## config.mk

```make
export PLATFORM = sky130hd
export DESIGN_NAME = pc_ctrl
export DESIGN_NICKNAME = d
export VERILOG_FILES = /design/src/rtl/pc_pkg.sv /design/src/rtl/pc_ctrl_target_lut.sv /design/src/rtl/pc_ctrl.sv
export SDC_FILE = /design/constraint.sdc
export NUM_CORES = 1
export LEC_CHECK = 0
export BUFFER_PORTS_ARGS = -buffer_cell sky130_fd_sc_hd__buf_2
export CORE_ASPECT_RATIO = 2
export CORE_MARGIN = 2
export CORE_UTILIZATION = 67
export DETAILED_ROUTE_END_ITERATION = 16
export PLACE_DENSITY_LB_ADDON = 0.12
export SKIP_LAST_GASP = 1
export SLEW_MARGIN = 25
export SYNTH_ARGS = -nofsm -noshare
export SYNTH_HDL_FRONTEND = slang
export SYNTH_SLANG_ARGS = --single-unit
```

## constraint.sdc

```tcl
create_clock -name Clk -period 23.8 [get_ports Clk]
set_clock_uncertainty 0.15 [all_clocks]
set_input_delay 4.76 -clock Clk [delete_from_list [all_inputs] [get_ports Clk]]
set_output_delay 4.76 -clock Clk [all_outputs]
set_load 0.05 [all_outputs]
```

## src/rtl/pc_pkg.sv

```systemverilog
// Shared definitions for the program-counter / sequencing controller.
// Holds the controller state encoding and the default PC and LUT index widths.
// Imported by pc_ctrl and target_lut.
package pc_pkg;

  // Default PC / instruction address width.
  localparam int PC_PW = 10;
  // Default target LUT index width (LUT depth is 2**PC_LW).
  localparam int PC_LW = 5;

  // Controller sequencing states.
  typedef enum logic [1:0] {
    IDLE = 2'd0,
    ARM  = 2'd1,
    RUN  = 2'd2,
    HALT = 2'd3
  } pc_state_t;

endpackage

```

## src/rtl/pc_ctrl_target_lut.sv

```systemverilog
// Programmable jump/branch target table: 2**LW entries of PW bits.
// Ports: clk/rst (async active-high clear of every entry), we/waddr/wdata
//   synchronous write, raddr/rdata combinational read of pre-edge contents.
module target_lut
  import pc_pkg::*;
#(
  parameter int PW = PC_PW,
  parameter int LW = PC_LW
) (
  input  logic          clk,
  input  logic          rst,
  input  logic          we,
  input  logic [LW-1:0] waddr,
  input  logic [PW-1:0] wdata,
  input  logic [LW-1:0] raddr,
  output logic [PW-1:0] rdata
);

  localparam int DEPTH = 1 << LW;

  logic [PW-1:0] mem [DEPTH];

  // Reset clears every entry so a jump after reset always lands at 0.
  always_ff @(posedge clk or posedge rst) begin
    if (rst) begin
      for (int i = 0; i < DEPTH; i++) begin
        mem[i] <= '0;
      end
    end else if (we) begin
      mem[waddr] <= wdata;
    end
  end

  // Read sees the contents before this edge's write, so a same-cycle
  // write and jump to one index resolves to the old target.
  assign rdata = mem[raddr];

endmodule

```

## src/rtl/pc_ctrl.sv

```systemverilog
// Program-counter and sequencing controller downstream of the register file.
// Ports: Clk/Reset (async active-high); start/Ack handshake; Done_flag and
//   Zero_flag from the register file; Jump/Branch/TargetIdx/Stall decode;
//   LutWe/LutAddr/LutData target table writes; PC/FetchEn/Wrap outputs.
module pc_ctrl
  import pc_pkg::*;
#(
  parameter int PW = PC_PW,
  parameter int LW = PC_LW
) (
  input  logic          Clk,
  input  logic          Reset,
  input  logic          start,
  input  logic          Done_flag,
  input  logic          Zero_flag,
  input  logic          Jump,
  input  logic          Branch,
  input  logic [LW-1:0] TargetIdx,
  input  logic          Stall,
  input  logic          LutWe,
  input  logic [LW-1:0] LutAddr,
  input  logic [PW-1:0] LutData,
  output logic [PW-1:0] PC,
  output logic          FetchEn,
  output logic          Ack,
  output logic          Wrap
);

  pc_state_t     state, state_nxt;
  logic [PW-1:0] pc_nxt;
  logic          ack_nxt;
  logic          wrap_nxt;
  logic [PW-1:0] target;

  target_lut #(
    .PW(PW),
    .LW(LW)
  ) u_target_lut (
    .clk   (Clk),
    .rst   (Reset),
    .we    (LutWe),
    .waddr (LutAddr),
    .wdata (LutData),
    .raddr (TargetIdx),
    .rdata (target)
  );

  always_ff @(posedge Clk or posedge Reset) begin
    if (Reset) begin
      state <= IDLE;
      PC    <= '0;
      Ack   <= 1'b0;
      Wrap  <= 1'b0;
    end else begin
      state <= state_nxt;
      PC    <= pc_nxt;
      Ack   <= ack_nxt;
      Wrap  <= wrap_nxt;
    end
  end

  always_comb begin
    state_nxt = state;
    pc_nxt    = PC;
    ack_nxt   = Ack;
    wrap_nxt  = Wrap;

    case (state)
      IDLE: begin
        pc_nxt = '0;
        if (start) begin
          state_nxt = ARM;
          ack_nxt   = 1'b0;
          wrap_nxt  = 1'b0;
        end
      end

      // Held here for as long as start stays high; the run begins on the
      // edge after start falls, with PC still at 0.
      ARM: begin
        pc_nxt   = '0;
        ack_nxt  = 1'b0;
        wrap_nxt = 1'b0;
        if (!start) begin
          state_nxt = RUN;
        end
      end

      // Done outranks everything else; start is ignored while running.
      RUN: begin
        if (Done_flag) begin
          state_nxt = HALT;
          ack_nxt   = 1'b1;
        end else if (Stall) begin
          pc_nxt = PC;
        end else if (Jump || (Branch && Zero_flag)) begin
          pc_nxt = target;
        end else begin
          pc_nxt = PC + PW'(1);
          // Only sequential increment past all-ones marks a wrap.
          if (&PC) begin
            wrap_nxt = 1'b1;
          end
        end
      end

      HALT: begin
        if (start) begin
          state_nxt = ARM;
          pc_nxt    = '0;
          ack_nxt   = 1'b0;
          wrap_nxt  = 1'b0;
        end
      end

      default: begin
        state_nxt = IDLE;
        pc_nxt    = '0;
        ack_nxt   = 1'b0;
        wrap_nxt  = 1'b0;
      end
    endcase
  end

  assign FetchEn = (state == RUN);

endmodule

```

==> impl_metrics.ini, run 1 <==
[cts]
cts_resized = 0
post_cts_buffers = 0
cts_hold_buf = 0
clk_latency_ns = 0.56
clkSinkCount = 334
cts_buffer_depth = 3
numCtsBuffers = 29
cts_tree = built
clk_pin_slew_ns = 0.07
clockRootBuffer = clkbuf_16
htreeDepth = 1

[logic_synthesis]
ys_seq_area_frac = 0.538
synth.most_common_cell = dfrtp_1
ys_types = 49
avgSynthCellArea_um2 = 15.2
synthFlopType = dfrtp_1
async_flop_share = 1.00
synth.net_count = 1057
synth_area_um2 = 15500
yosysTopAreaCell = dfrtp_1
synth_seq_cells = 334
synth.top_cell.area_share = 0.538
ys_warn_count = 0
synthTopCellsByCount = dfrtp_1, mux2_2, mux4_2
synth_edf_count = 0
synth_top_cells_by_area = dfrtp_1, mux2_2, mux4_2
synth_cells = 1024

[grt]
track_usage = 0.315
grt_pass1_vias = 9788
antenna_found_initial = 1
overflow = 0
grt_start_max_net_pins = 114
grt_pass1_wl_um = 58100

[cells_and_area]
synthToLayoutAreaGrowth_pct = 8.39
multi_input_area_um2 = 6830
nNetsFinal = 1075
fillers = 1422
drive_gt1_frac = 0.475
seq_area_um2 = 8360

[placement]
pre_cts_ws_ns = 15.98
gp_congestion = 0.965
dp_hpwl_um = 23600
portBuffers = 41

[worst_setup_path]
slowest_delay_ns = 0.77
regToRegEndpoint = PC[9]$_DFFE_PP0P_
cpMostUsedCell = buf_4
path_max_fanout = 45
worstReg2RegStart = state[0]$_DFFE_PP0P_
ff2ff_setup_slack_ns = 21.37
rr_worst_depth = 6
slowest_stage = buf_4
critPathArrivalTime_ns = 7.49
path_class = in -> reg
cp.required_ns = 24.07
start_kind = input port
cp-end-kind = register
path_cells = buf_4, buf_4, mux4_2, a22oi_1, nand2_1, a311oi_1, o221ai_1

[die]
placementRows = 78
dieArea_um2 = 24500
die_w_um = 112
die_h_um = 219
core_area_um2 = 22700
initial_core_util = 0.683
io_pins = 42

[sta]
hold_viol = 0
period_needed_ns = 7.23
maxSlewViolCount = 0
finalCritPeriodShare = 0.304
setup_ws_ns = 16.57
setup_viol = 0
slew_headroom = 0.377
grt_setup_unrepaired = no
finalSetupTns_ns = 0
worstMarginPinSlew_ns = 0.935
clock.fmax_mhz = 138

[drt]
drc = 0
wire_per_inst_um = 27.5
dr_total_vias = 9201
antenna_left = 0
routed_wl_um = 36900
viasPerCell = 6.86
drt_pass1_iterations = 5
drt_iter0_drc = 612

[power_and_ir_drop]
ir_worst_vdd_mv = 0.100
power.leakage_nw = 7.65
p_per_area_nw_per_um2 = 87.9

[min_path]
hold_path_startpoint = u_target_lut.mem[33]$_DFFE_PP0P_
min_to = u_target_lut.mem[33]$_DFFE_PP0P_
min_path_cells = 1
hold_path.class = reg -> reg

[status]
status = finished clean

[job]
drv_cap = 0
==> per-layer routing <==
layer  global-route usage  vias up  routed length, um
met5                    0        -                  0
met1                0.382     4897              13500
met3               0.0387      119               1820
met2                0.551      316              19500
met4                0.166        0               2080
li1                     -     3869                  -
==> through the flow <==
stage / hold slack [ns] / power [mW] / std cells / instance area (um^2) / util
floorplan: 0.300 / 0.937 / 1024 / 15500 / -
finish: 0.329 / 1.48 / 1342 / 16800 / 0.741
CTS: 0.335 / 1.49 / 1340 / 16800 / 0.740
detailed placement: 0.321 / 1.01 / 1290 / 15900 / 0.697
global placement: 0.315 / 0.996 / 1290 / 15800 / 0.697
global route: 0.356 / 1.54 / 1342 / 16800 / 0.741
==> kinds of logic after synthesis <==
| family | Yosys count | synth area share |
|---|---|---|
| compound gates | 66 | 0.0285 |
| simple gates | 125 | 0.0403 |
| mux | 424 | 0.367 |
| fa+ha+maj | 4 | 0.00322 |
| buf+inv | 71 | 0.0230 |
| flops | 334 | 0.538 |
==> layout by cell type (no fill, tap or decap), types with 3 or more instances in the layout <==
cell type	Yosys	layout
a211oi_1	5	5
a21oi_1	11	11
a22oi_1	3	3
a31oi_1	8	8
and3_1	3	3
buf_2	14	39
buf_4	7	13
clkbuf_16	0	29
clkbuf_8	0	9
clkinv_2	0	6
dfrtp_1	334	334
ha_1	4	4
inv_1	5	4
mux2_2	322	322
mux2i_1	21	21
mux4_1	14	14
mux4_2	66	66
nand2_1	43	43
nand2b_1	5	5
nand3_1	7	7
nand3b_1	8	8
nor2_1	26	23
nor2_2	8	11
nor2b_1	5	5
nor3b_1	6	6
o211ai_1	4	4
o21ai_0	10	10
o221ai_1	4	4
o22ai_1	8	8
==> critical path, delay by kind of cell <==
kind                   cells  cell delay, ns
AOI/OAI and AO/OA          3            0.76
buffers and inverters      2            1.23
muxes                      1            0.61
and+or+nand+nor            1            0.09
==> registers in the layout, summed over array words and instances (netlist names) <==
| register | count |
|---|---|
| Wrap | 1 |
| u_target_lut.mem | 320 |
| state | 2 |
| Ack | 1 |
| PC | 10 |
==> how the worst max path moves through the flow <==
stage,endpoint,from,slack [ns]
finish,PC[7]$_DFFE_PP0P_,TargetIdx[0],16.57
global route,PC[7]$_DFFE_PP0P_,TargetIdx[0],16.34
CTS,PC[7]$_DFFE_PP0P_,TargetIdx[0],16.57
detailed placement,PC[3]$_DFFE_PP0P_,TargetIdx[0],15.98
global placement,PC[3]$_DFFE_PP0P_,TargetIdx[0],16.01
floorplan,Ack$_DFFE_PP0P_,Reset,9.64
==> final cells by class <==
class | count | area share
Multi-Input combinational cell | 619 | 0.405
Clock inverter | 10 | 0.00624
Inverter | 5 | 0.00156
Timing Repair Buffer | 53 | 0.0186
Clock buffer | 40 | 0.0509
Tap cell | 280 | 0.0208
Antenna cell | 1 | 0.000149
Sequential cell | 334 | 0.496
==> report_power, final <==
group / internal [mW] / switching [mW]
registers: 0.677 / 0.0614
logic: 0.147 / 0.116
clock network: 0.271 / 0.206
total: 1.10 / 0.384
No activity file was read; power rests on OpenSTA's default activity.
==> run 2, diff against run 1 <==
Settings changed: CORE_UTILIZATION 67 to 63.
Clock period 23.8 ns to 7.13 ns, I/O delays scaled along.
==> impl_metrics.ini, run 2 (same netlist as run 1, synthesis figures left out) <==
[die]
die_h_um = 226
initial_core_util = 0.639
die_w_um = 115
core_area_um2 = 24300
placementRows = 81
dieArea_um2 = 26000
io_pins = 42

[cells_and_area]
fillers = 1692
final_common_cell = dfrtp_1
drive_gt1_frac = 0.472
regMostFlops = u_target_lut.mem
largest_register_ff_count = 320
nNetsFinal = 1077
final_cell_mix = dfrtp_1, mux2_2, mux4_2, nand2_1, buf_2
synthToLayoutAreaGrowth_pct = 8.94
top_regs = u_target_lut.mem (320), PC (10), state (2)

[drt]
dr_total_vias = 9268
drc = 0
wire_per_inst_um = 28.5
drt_iter0_drc = 665
viasPerCell = 6.85
drt_pass1_iterations = 5
antenna_left = 0
routed_wl_um = 38500

[sta]
worstMarginPinSlew_ns = 0.938
period_needed_ns = 3.71
slew_headroom = 0.375
setup_viol = 0
clock.fmax_mhz = 269
maxSlewViolCount = 0
finalSetupTns_ns = 0
grt_setup_unrepaired = no
hold_viol = 0
finalCritPeriodShare = 0.520

[status]
status = finished clean

[grt]
grt_pass1_vias = 9845
antenna_found_initial = 2
grt_start_max_net_pins = 171
track_usage = 0.311
grt_pass1_wl_um = 59600
overflow = 0

[power_and_ir_drop]
p_seq_frac = 0.491
p_int_mw = 3.73
pwr-share-comb = 0.177
switching_power_mw = 1.30
power.leakage_nw = 7.67
clkPwrFrac = 0.332
finalPower_mw = 5.03
sw_frac_of_total = 0.258
ir_worst_vdd_mv = 0.207
p_per_area_nw_per_um2 = 297

[cts]
post_cts_buffers = 0
numCtsBuffers = 29
clkSinkCount = 334
clk_pin_slew_ns = 0.07
cts_tree = built
cts_hold_buf = 0
clk_latency_ns = 0.56
clockRootBuffer = clkbuf_16
cts_buffer_depth = 3
htreeDepth = 1
cts_resized = 0

[worst_setup_path]
slowest_delay_ns = 0.63
cp.required_ns = 7.40
start_kind = input port
ff2ff_setup_slack_ns = 4.16
path_class = in -> reg
worstReg2RegStart = state[0]$_DFFE_PP0P_
slowest_stage = buf_4
critical-path-top-delay-family = buffers and inverters
path_max_fanout = 42
cp-end-kind = register
worst-path-buf-inv = 2
rr_worst_depth = 7
critPathArrivalTime_ns = 3.98
cpMostUsedCell = buf_4
regToRegEndpoint = PC[2]$_DFFE_PP0P_
path_cells = buf_4, buf_4, mux4_2, mux2i_1, o22ai_1, o21ai_0, o211ai_1

[min_path]
min_path_cells = 1
hold_path.class = reg -> reg
min_to = u_target_lut.mem[181]$_DFFE_PP0P_
hold_path_startpoint = u_target_lut.mem[181]$_DFFE_PP0P_

[placement]
dp_hpwl_um = 25100
portBuffers = 41
gp_congestion = 0.887

[job]
drv_cap = 0
[run 2: changes by cell type in the layout (fill, tap and decap cells not counted)]
cell	previous run	this run
buf_12	1	2
clkinv_4	0	1
clkinv_2	6	4
buf_16	0	1
inv_8	1	0
clkbuf_1	2	5
diode_2	1	2
clkbuf_8	9	2
bufinv_16	2	6
[run 2: final cells by class]
type                            instances  area, um^2  share of cell area
Multi-Input combinational cell        619        6830               0.403
Inverter                                5        22.5             0.00133
Clock buffer                           36         772              0.0456
Sequential cell                       334        8360               0.494
Clock inverter                         12         216              0.0128
Tap cell                              290         363              0.0214
Antenna cell                            2        5.00            0.000296
Timing Repair Buffer                   55         360              0.0213
[run 2: metrics by stage]
step	hold WS, ns	cell area, um^2	utilization	instances	worst slack, ns
floorplan	0.300	15500	-	1024	1.09
global placement	0.311	15900	0.654	1302	2.87
detailed placement	0.336	15900	0.654	1302	2.85
CTS	0.353	16900	0.695	1350	3.40
global route	0.367	16900	0.696	1353	3.23
finish	0.349	16900	0.696	1353	3.42
[run 2: how the worst max path moves through the flow]
stage	from	end	slack (ns)	cells past startpoint
floorplan	Reset	Ack$_DFFE_PP0P_	1.09	1
global placement	TargetIdx[0]	PC[0]$_DFFE_PP0P_	2.87	7
detailed placement	TargetIdx[0]	PC[3]$_DFFE_PP0P_	2.85	6
CTS	TargetIdx[0]	PC[3]$_DFFE_PP0P_	3.40	6
global route	TargetIdx[0]	PC[0]$_DFFE_PP0P_	3.23	7
finish	TargetIdx[0]	PC[4]$_DFFE_PP0P_	3.42	7
[run 2: power groups by stage]
stage                     Clock, mW  Combinational [mW]  Sequential [mW]
after floorplan                   0               0.685             2.44
after global placement            0               0.865             2.48
after detailed placement          0               0.891             2.50
after global routing           1.78               0.957             2.51
final                          1.67               0.892             2.47
after CTS                      1.69               0.897             2.46
[run 2: routing by layer]
| metal | wire, um | share of wire | track usage |
|---|---|---|---|
| met5 | 0 | 0 | 0 |
| met4 | 2350 | 0.061 | 0.179 |
| met3 | 1800 | 0.047 | 0.0360 |
| met2 | 19900 | 0.52 | 0.525 |
| met1 | 14400 | 0.37 | 0.384 |
[run 2: worst reg2reg max path, cell delays in order, from the launching register on]
cell and delay (ns):
dfrtp_1 0.43, inv_1 0.08, ha_1 0.34, nor3b_1 0.42, nand3b_1 0.57, a211oi_1 0.58, o221ai_1 0.21, o211ai_1 0.12
